===== src/rtl/audio_lpr_fir_decim_pkg.sv =====
// Shared constants, coefficient table and dequantize helper for the audio LPR chain.
package audio_lpr_fir_decim_pkg;

  localparam int AUDIO_DATA_W   = 32;
  localparam int AUDIO_NUM_TAPS = 32;
  localparam int AUDIO_DECIM    = 8;
  localparam int QUANT_BITS     = 10;

  // Symmetric low-pass taps in Q10.
  localparam logic signed [AUDIO_DATA_W-1:0] AUDIO_LPR_COEFFS [AUDIO_NUM_TAPS] = '{
    -32'sd1,  -32'sd2,  -32'sd4,  -32'sd5,  -32'sd3,  32'sd3,  32'sd12, 32'sd24,
     32'sd38,  32'sd52,  32'sd65,  32'sd75,  32'sd83, 32'sd88, 32'sd92, 32'sd94,
     32'sd94,  32'sd92,  32'sd88,  32'sd83,  32'sd75, 32'sd65, 32'sd52, 32'sd38,
     32'sd24,  32'sd12,  32'sd3,  -32'sd3,  -32'sd5, -32'sd4, -32'sd2, -32'sd1
  };

  localparam logic signed [2*AUDIO_DATA_W-1:0] DEQ_BIAS =
    (2*AUDIO_DATA_W)'((1 << QUANT_BITS) - 1);

  // Division by 2**QUANT_BITS truncating toward zero: negative products are
  // biased up before the arithmetic shift so that e.g. -3 maps to 0, not -1.
  function automatic logic signed [AUDIO_DATA_W-1:0] DEQUANTIZE_I(
    input logic signed [2*AUDIO_DATA_W-1:0] p
  );
    logic signed [2*AUDIO_DATA_W-1:0] biased;
    biased = p[2*AUDIO_DATA_W-1] ? p + DEQ_BIAS : p;
    return AUDIO_DATA_W'(biased >>> QUANT_BITS);
  endfunction

endpackage


===== src/rtl/audio_lpr_fir_decim_if.sv =====
// Input-FIFO pop side and output-FIFO push side of the decimating FIR.
interface audio_lpr_fir_decim_if
  import audio_lpr_fir_decim_pkg::*;
#(
  parameter int DATA_W = AUDIO_DATA_W
);
  logic                     x_in_rd_en;
  logic                     x_in_empty;
  logic signed [DATA_W-1:0] x_in;
  logic signed [DATA_W-1:0] y_out;
  logic                     y_out_wr_en;
  logic                     y_out_full;

  modport master (
    output x_in_empty, x_in, y_out_full,
    input  x_in_rd_en, y_out, y_out_wr_en
  );

  modport slave (
    input  x_in_empty, x_in, y_out_full,
    output x_in_rd_en, y_out, y_out_wr_en
  );
endinterface


===== src/rtl/audio_lpr_fir_decim_fir_mac_unit.sv =====
// Combinational FIR tap step: acc + DEQ(coeff * sample), wrapping, no saturation.
module fir_mac_unit
  import audio_lpr_fir_decim_pkg::*;
#(
  parameter int DATA_W = AUDIO_DATA_W
) (
  input  logic signed [DATA_W-1:0] acc,
  input  logic signed [DATA_W-1:0] coeff,
  input  logic signed [DATA_W-1:0] sample,
  output logic signed [DATA_W-1:0] sum
);
  logic signed [2*DATA_W-1:0] prod;

  always_comb begin
    prod = (2*DATA_W)'(coeff) * (2*DATA_W)'(sample);
    sum  = acc + DEQUANTIZE_I(prod);
  end
endmodule


===== src/rtl/audio_lpr_fir_decim.sv =====
// Decimating audio low-pass FIR: collects DECIM samples, then runs one MAC per clock.
module audio_lpr_fir_decim
  import audio_lpr_fir_decim_pkg::*;
#(
  parameter int DATA_W   = AUDIO_DATA_W,
  parameter int NUM_TAPS = AUDIO_NUM_TAPS,
  parameter int DECIM    = AUDIO_DECIM
) (
  input  logic                 clk,
  input  logic                 rst,
  audio_lpr_fir_decim_if.slave bus
);
  localparam int TAP_W = (NUM_TAPS > 1) ? $clog2(NUM_TAPS) : 1;
  localparam int CNT_W = $clog2(DECIM + 1);

  typedef enum logic [1:0] {FILL, MAC, WRITE} state_t;

  state_t                   state, state_nxt;
  logic                     armed;
  logic signed [DATA_W-1:0] hist [NUM_TAPS];
  logic signed [DATA_W-1:0] acc, acc_nxt;
  logic [TAP_W-1:0]         tap;
  logic [CNT_W-1:0]         cnt;
  logic                     pop, push, last_smp, last_tap;

  assign last_smp = (cnt == CNT_W'(DECIM - 1));
  assign last_tap = (tap == TAP_W'(NUM_TAPS - 1));

  fir_mac_unit #(.DATA_W(DATA_W)) u_mac (
    .acc    (acc),
    .coeff  (AUDIO_LPR_COEFFS[tap]),
    .sample (hist[tap]),
    .sum    (acc_nxt)
  );

  // armed keeps both strobes low for the first clock after reset release
  always_ff @(posedge clk or posedge rst) begin
    if (rst) begin
      state <= FILL;
      armed <= 1'b0;
    end else begin
      state <= state_nxt;
      armed <= 1'b1;
    end
  end

  always_comb begin
    state_nxt = state;
    pop       = 1'b0;
    push      = 1'b0;
    unique case (state)
      FILL: begin
        pop = armed && !bus.x_in_empty;
        if (pop && last_smp) state_nxt = MAC;
      end
      MAC: begin
        if (last_tap) state_nxt = WRITE;
      end
      WRITE: begin
        push = armed && !bus.y_out_full;
        if (push) state_nxt = FILL;
      end
      default: state_nxt = FILL;
    endcase
  end

  assign bus.x_in_rd_en  = pop;
  assign bus.y_out_wr_en = push;

  always_ff @(posedge clk or posedge rst) begin
    if (rst) begin
      for (int i = 0; i < NUM_TAPS; i++) hist[i] <= '0;
      acc       <= '0;
      tap       <= '0;
      cnt       <= '0;
      bus.y_out <= '0;
    end else begin
      if (pop) begin
        hist[0] <= bus.x_in;
        for (int i = 1; i < NUM_TAPS; i++) hist[i] <= hist[i-1];
        cnt <= last_smp ? '0 : cnt + 1'b1;
        if (last_smp) begin
          acc <= '0;
          tap <= '0;
        end
      end
      if (state == MAC) begin
        acc <= acc_nxt;
        tap <= tap + 1'b1;
        if (last_tap) bus.y_out <= acc_nxt;
      end
    end
  end
endmodule


===== src/flat_wrapper.sv =====
// flat-port wrapper written by rule: the top's interface ports become plain ports
module audio_lpr_fir_decim_flat import audio_lpr_fir_decim_pkg::*;
#(
  parameter int DATA_W   = AUDIO_DATA_W,
  parameter int NUM_TAPS = AUDIO_NUM_TAPS,
  parameter int DECIM    = AUDIO_DECIM
)
  (clk, rst, bus_x_in_empty, bus_x_in, bus_y_out_full, bus_x_in_rd_en, bus_y_out, bus_y_out_wr_en);
  audio_lpr_fir_decim_if #(.DATA_W(DATA_W)) bus_i ();
  input  logic clk;
  input  logic rst;
  input wire logic [$bits(bus_i.x_in_empty)-1:0] bus_x_in_empty;
  input wire logic [$bits(bus_i.x_in)-1:0] bus_x_in;
  input wire logic [$bits(bus_i.y_out_full)-1:0] bus_y_out_full;
  output wire logic [$bits(bus_i.x_in_rd_en)-1:0] bus_x_in_rd_en;
  output wire logic [$bits(bus_i.y_out)-1:0] bus_y_out;
  output wire logic [$bits(bus_i.y_out_wr_en)-1:0] bus_y_out_wr_en;
  assign bus_i.x_in_empty = bus_x_in_empty;
  assign bus_i.x_in = bus_x_in;
  assign bus_i.y_out_full = bus_y_out_full;
  assign bus_x_in_rd_en = bus_i.x_in_rd_en;
  assign bus_y_out = bus_i.y_out;
  assign bus_y_out_wr_en = bus_i.y_out_wr_en;
  audio_lpr_fir_decim #(.DATA_W(DATA_W), .NUM_TAPS(NUM_TAPS), .DECIM(DECIM)) u_core (.clk(clk), .rst(rst), .bus(bus_i));
endmodule

===== config.mk =====
export PLATFORM = sky130hd
export DESIGN_NAME = audio_lpr_fir_decim_flat
export DESIGN_NICKNAME = d
export VERILOG_FILES = /design/src/rtl/audio_lpr_fir_decim_pkg.sv /design/src/rtl/audio_lpr_fir_decim_if.sv /design/src/rtl/audio_lpr_fir_decim_fir_mac_unit.sv /design/src/rtl/audio_lpr_fir_decim.sv /design/src/flat_wrapper.sv
export SDC_FILE = /design/constraint.sdc
export NUM_CORES = 2
export LEC_CHECK = 0
export ABC_AREA = 1
export BUFFER_PORTS_ARGS = -buffer_cell sky130_fd_sc_hd__buf_4
export CAP_MARGIN = 20
export CELL_PAD_IN_SITES_DETAIL_PLACEMENT = 1
export CELL_PAD_IN_SITES_GLOBAL_PLACEMENT = 1
export CORE_ASPECT_RATIO = 0.6
export CORE_MARGIN = 2
export CORE_UTILIZATION = 35
export CTS_CLUSTER_SIZE = 40
export DETAILED_ROUTE_END_ITERATION = 10
export PLACE_DENSITY = 0.68
export SYNTH_ARGS = -nofsm -noshare
export SYNTH_HDL_FRONTEND = slang
export SYNTH_SLANG_ARGS = --single-unit
export TNS_END_PERCENT = 1

===== constraint.sdc =====
create_clock -name clk -period 46 [get_ports clk]
set_clock_uncertainty 0.05 [all_clocks]
set_input_delay 9.2 -clock clk [delete_from_list [all_inputs] [get_ports clk]]
set_output_delay 9.2 -clock clk [all_outputs]
set_load 0.05 [all_outputs]

# Word-level counts from Yosys, hierarchy flattened
# Memory sizes are Yosys's and may differ from the RTL's.
# Index checks and enable logic that the tools add are counted.
dict set report word_totals {
  romBits 1024
  out_inout_bits 34
  elab_cells 83
  reg_bits 1100
  mem_count 1
}
# name depth width read_ports rd_ports_with_merged_regs wr line
set memory_table {}
lappend memory_table {{(no name shown)} 32 32 1 0 0 audio_lpr_fir_decim.sv:31} ;# .coeff (AUDIO_LPR_COEFFS[tap]),
dict set report op_classes {
  reduce_logical 11
  n_addsub 4
  mul 1
  bitwise 1
  n_mux 19
  eq_ne 7
  order_cmp 1
}
# op n
set op_table {}
lappend op_table {{$mux 32} 7}
lappend op_table {{$bmux 32 s5} 1}
lappend op_table {{$mul 32x32->64} 1}
lappend op_table {{$add 42x11->42 const B} 1}
lappend op_table {{$mux 42} 1}
lappend op_table {{$add 32x32->32} 1}
lappend op_table {{$mux 5} 3}
lappend op_table {{$ge 6x6->1 const B} 1}
lappend op_table {{$mux 2} 3}
lappend op_table {{$ne 2x1->1 const B} 3}
lappend op_table {{$not 5->6} 1}
lappend op_table {{$pmux 2 s3} 1}
lappend op_table {{$add 5x1->5 const B} 1}
lappend op_table {{$eq 5x5->1 const B} 1}
lappend op_table {{$add 4x1->4 const B} 1}
lappend op_table {{$eq 4x3->1 const B} 1}
lappend op_table {{$mux 4} 1}
lappend op_table {{$reduce_and 2->1} 2}
lappend op_table {{$reduce_bool 2->1} 2}
lappend op_table {{$logic_and 1x1->1} 3}
lappend op_table {{$reduce_and 3->1} 1}
lappend op_table {{$eq 2x1->1 const B} 1}
lappend op_table {{$eq 2x2->1 const B} 1}
lappend op_table {{$logic_not 1->1} 2}
lappend op_table {{2 further kinds} 3}

# Logic depth before layout (Yosys ltp)
dict set report logic_depth {
  word_depth 9
  mapped_depth 61
  depth_no_buf 57
}

# Cells and area by module
# Synthesis repeated with hierarchy kept, for this count alone.
dict set report hier_totals {
  cells_unflattened 12077
  hier_area_um2 92620.1
}
# module cells_each area_each_um2 n_inst
set by_module_without_submodules {}
lappend by_module_without_submodules {audio_lpr_fir_decim 6953 52756.8 1}
lappend by_module_without_submodules {fir_mac_unit 5124 39863.2 1}

# Worst setup path before layout
# OpenSTA, ideal clock, no wires.
dict set report synth_timing {
  path_type {input port to output port}
  start {input port bus_x_in_empty}
  end {output port bus_x_in_rd_en}
  t_required_ns 36.750
  path_buffers 2
  stages 5
  arrival_ns 10.462
  path_slack_ns 26.288
  cell_sequence {nor2_1 > nand2_1 > inv_2 > clkbuf_1 > clkbuf_1}
}
dict set report synth_between {
  elab_chain_cells 3
}
# item line
set synth_rtl {}
lappend synth_rtl {{start, declared} flat_wrapper.sv:12} ;# input wire logic [$bits(bus_i.x_in_empty)-1:0] bus_x_in_empty;
lappend synth_rtl {{$logic_not 1->1} audio_lpr_fir_decim.sv:53} ;# pop = armed && !bus.x_in_empty;
lappend synth_rtl {{$logic_and 1x1->1} audio_lpr_fir_decim.sv:53}
lappend synth_rtl {{$mux 1} audio_lpr_fir_decim.sv:51} ;# unique case (state)
lappend synth_rtl {{end, declared} flat_wrapper.sv:15} ;# output wire logic [$bits(bus_i.x_in_rd_en)-1:0] bus_x_in_rd_en;
# Every way passes these cells.

# Worst setup path after layout
# Ends and elaborated chain as after synthesis.

==> impl_metrics.py <==
metrics = {
    "run_status": {
        "status": "completed",
    },
    "clocking": {
        "htreeDepth": 3,
        "cts_tree": "done",
        "insertion_delay_ns": 0.76,
        "clk_pin_slew_ns": 0.06,
        "cts_buffers": 108,
        "cts_setup_buffers": 0,
        "clockBufferDepth": 3,
        "cts_resized": 0,
        "cts.sinks": 1100,
        "cts_root_buf": "clkbuf_16",
        "hold_buffers": 0,
    },
    "floorplanning": {
        "die_width_um": 569.1,
        "core_um2": 190400,
        "io_pins": 70,
        "start_util_pct": 35.23,
        "rows": 124,
        "die_area_um2": 195200,
        "die_y_um": 343.1,
    },
    "sta": {
        "setup_viol": 0,
        "relSlewSlack_pct": 9.236,
        "max_freq_mhz": 49.43,
        "fin_tns_setup_ns": 0,
        "period_share_pct": 43.98,
        "period_needed_ns": 20.23,
        "rsz0062_at_grt": "no",
        "maxSlewViolCount": 0,
        "tightest_slew_ns": 1.347,
        "hold_viol_final": 0,
    },
    "synthesis": {
        "ys_warn_count": 0,
        "synth_top_area_cell": "dfrtp_1",
        "ys.flop_type": "dfrtp_1",
        "avgSynthCellArea_um2": 8.062,
        "synth-edff-count": 0,
        "netlist_top_cells_area": "dfrtp_1 (41%), o21ai_0 (12%), fa_1 (12%), nand2_1 (11%), inv_1 (6.7%)",
        "yosysMostFrequentCell": "nand2_1",
        "synthesis.nets": 8944,
        "seq_area_frac_synth_pct": 41.04,
        "yosys_register_bits": 1100,
        "synth.top_cell.area_share_pct": 41.04,
        "async_reset_ff_share_pct": 100.0,
        "syn_inst": 8319,
        "syn-cell-area_um2": 67070,
        "synth.distinct_cells": 57,
        "synth_common_cells": "nand2_1 (1,982), o21ai_0 (1,618), inv_1 (1,204)",
    },
    "detailed_routing": {
        "wl_mm": 208.9,
        "drt_iter0_drc": 4489,
        "ant_nets": 0,
        "wl_per_cell_um": 19.47,
        "route.detailed.drc": 0,
        "via_per_inst": 5.142,
        "num_vias": 55160,
        "dr.pass1.iters": 5,
    },
    "setup_path": {
        "ff2ff_path_depth": 50,
        "arrival_ns": 10.98,
        "critical_path.slowest_cell": "inv_8",
        "cp_data_required_time_ns": 36.75,
        "startpoint_type": "input port",
        "crit_type": "in -> out",
        "critPathMaxFanout": 141,
        "crit_chain": "buf_4 -> nor2_1 -> nand2_4 -> inv_8 -> buf_4",
        "endpoint_kind": "output port",
        "critPathLaunch": "bus_x_in_empty",
        "path_common_cell": "buf_4",
        "reg2reg_from": "u_core.tap[0]$_DFFE_PP0P_",
        "max_stage_delay_ns": 0.65,
    },
    "grt": {
        "grt_max_degree": 266,
        "grt_pass1_vias": 56980,
        "top_usage_layer": "met1",
        "gr-total-overflow": 0,
        "use_met3_pct": 2.822,
        "grt_antenna_before_repair": 4,
        "grtUsageMet2_pct": 30.78,
        "grt_pass1_wl_mm": 335.8,
        "track_usage_pct": 21.61,
        "met1_usage_pct": 34.97,
    },
    "worst_hold_path": {
        "hold_start": "u_core.hist[348]$_DFFE_PP0P_",
        "whs_path_depth": 2,
        "hold_path_class": "reg -> reg",
    },
    "flow_run": {
        "drv_cap": 0,
    },
    "finish": {
        "synthToLayoutAreaGrowth_pct": 9.479,
        "fin_nets": 8745,
        "drive_above_1_share_pct": 4.924,
    },
    "placement": {
        "gp_congestion": 0.8616,
        "post-dp-hpwl_mm": 141.8,
        "portBuffers": 69,
    },
}
-- layer usage --
metal	share of wire, %	wire length [um]
met1	53	110700
met2	41	84670
met3	5.2	10900
met4	1.2	2558
met5	0	0
-- per-stage QoR --
stage | hold slack (ns) | setup slack (ns) | cell area (um2) | util, % | std cells
after CTS | 0.4358 | 25.63 | 73360 | 38.54 | 10720
after global routing | 0.4551 | 25.53 | 73420 | 38.57 | 10720
final | 0.4309 | 25.77 | 73420 | 38.57 | 10730
after global placement | 0.4129 | 25.69 | 69690 | 36.61 | 10530
after floorplan | 0.3978 | 5.779 | 67070 | - | 8319
after detailed placement | 0.4195 | 25.64 | 69690 | 36.61 | 10530
-- worst paths after layout --
path,endpoint,slack [ns]
max,bus_x_in_rd_en,25.77
max in group asynchronous,u_core.tap[0]$_DFFE_PP0P_,33.41
min in group asynchronous,u_core.hist[1022]$_DFFE_PP0P_,8.59
max reg2reg,u_core.bus.y_out[28]$_DFFE_PP0P_,30.81
min,u_core.hist[348]$_DFFE_PP0P_,0.43
min reg2reg,u_core.hist[348]$_DFFE_PP0P_,0.43
-- cell usage in the layout, fill, tap and decap left out, types with 5 or more instances in the layout --
cell type and instances:
or3_1 5, a211oi_1 17, a221oi_1 15, inv_2 7, nand2_1 1981, nand3b_1 12
clkinv_2 25, o21ai_0 1618, bufinv_16 8, xor2_1 34, ha_1 192, nor2_1 413
nand3_2 5, or2_2 11, nand4_1 51, clkbuf_1 18, nor3_2 8, fa_1 397
xnor2_1 11, clkbuf_8 26, a21o_1 6, buf_4 152, o2111ai_1 22, inv_1 1201
buf_12 8, nand3_1 149, o22ai_1 52, clkbuf_16 108, dfrtp_1 1095, nor3_1 23
nor2_2 6, o211ai_1 70, a31oi_1 14, a21oi_1 368, o21bai_1 5
-- cells by family after synthesis --
logic type / after synthesis / synth area share, %
flip-flops: 1100 / 41.04
AO/OA/AOI/OAI: 2214 / 17.35
AND/OR/NAND/NOR: 2679 / 15.86
adder cells (fa/ha/maj): 589 / 15.43
other: 1 / 0.005592
buffers and inverters: 1688 / 9.645
XOR/XNOR: 48 / 0.6604
-- area by class of cell --
type | count | area, um2
Clock inverter | 42 | 540.5
Fill cell | 22810 | 116900
Clock buffer | 152 | 3128
Antenna cell | 3 | 7.507
Inverter | 1217 | 4594
Timing Repair Buffer | 162 | 1334
Multi-Input combinational cell | 5531 | 33130
Tap cell | 2520 | 3153
Sequential cell | 1100 | 27540
-- registers in the layout, indices dropped and copies added, names as in the netlist --
name	cells
u_core.acc	32
u_core.cnt	4
u_core.hist	1024
u_core.state	2
u_core.tap	5
u_core.bus.y_out	32
u_core.armed	1
-- worst max-delay path: cells and delay by family --
kind	cells	cell delay (ns)
buffers and inverters	3	1.11
AND/OR/NAND/NOR	2	0.63
Power is not shown: default switching activity piles up to over one toggle a cycle in this logic, so the estimate is an artifact.
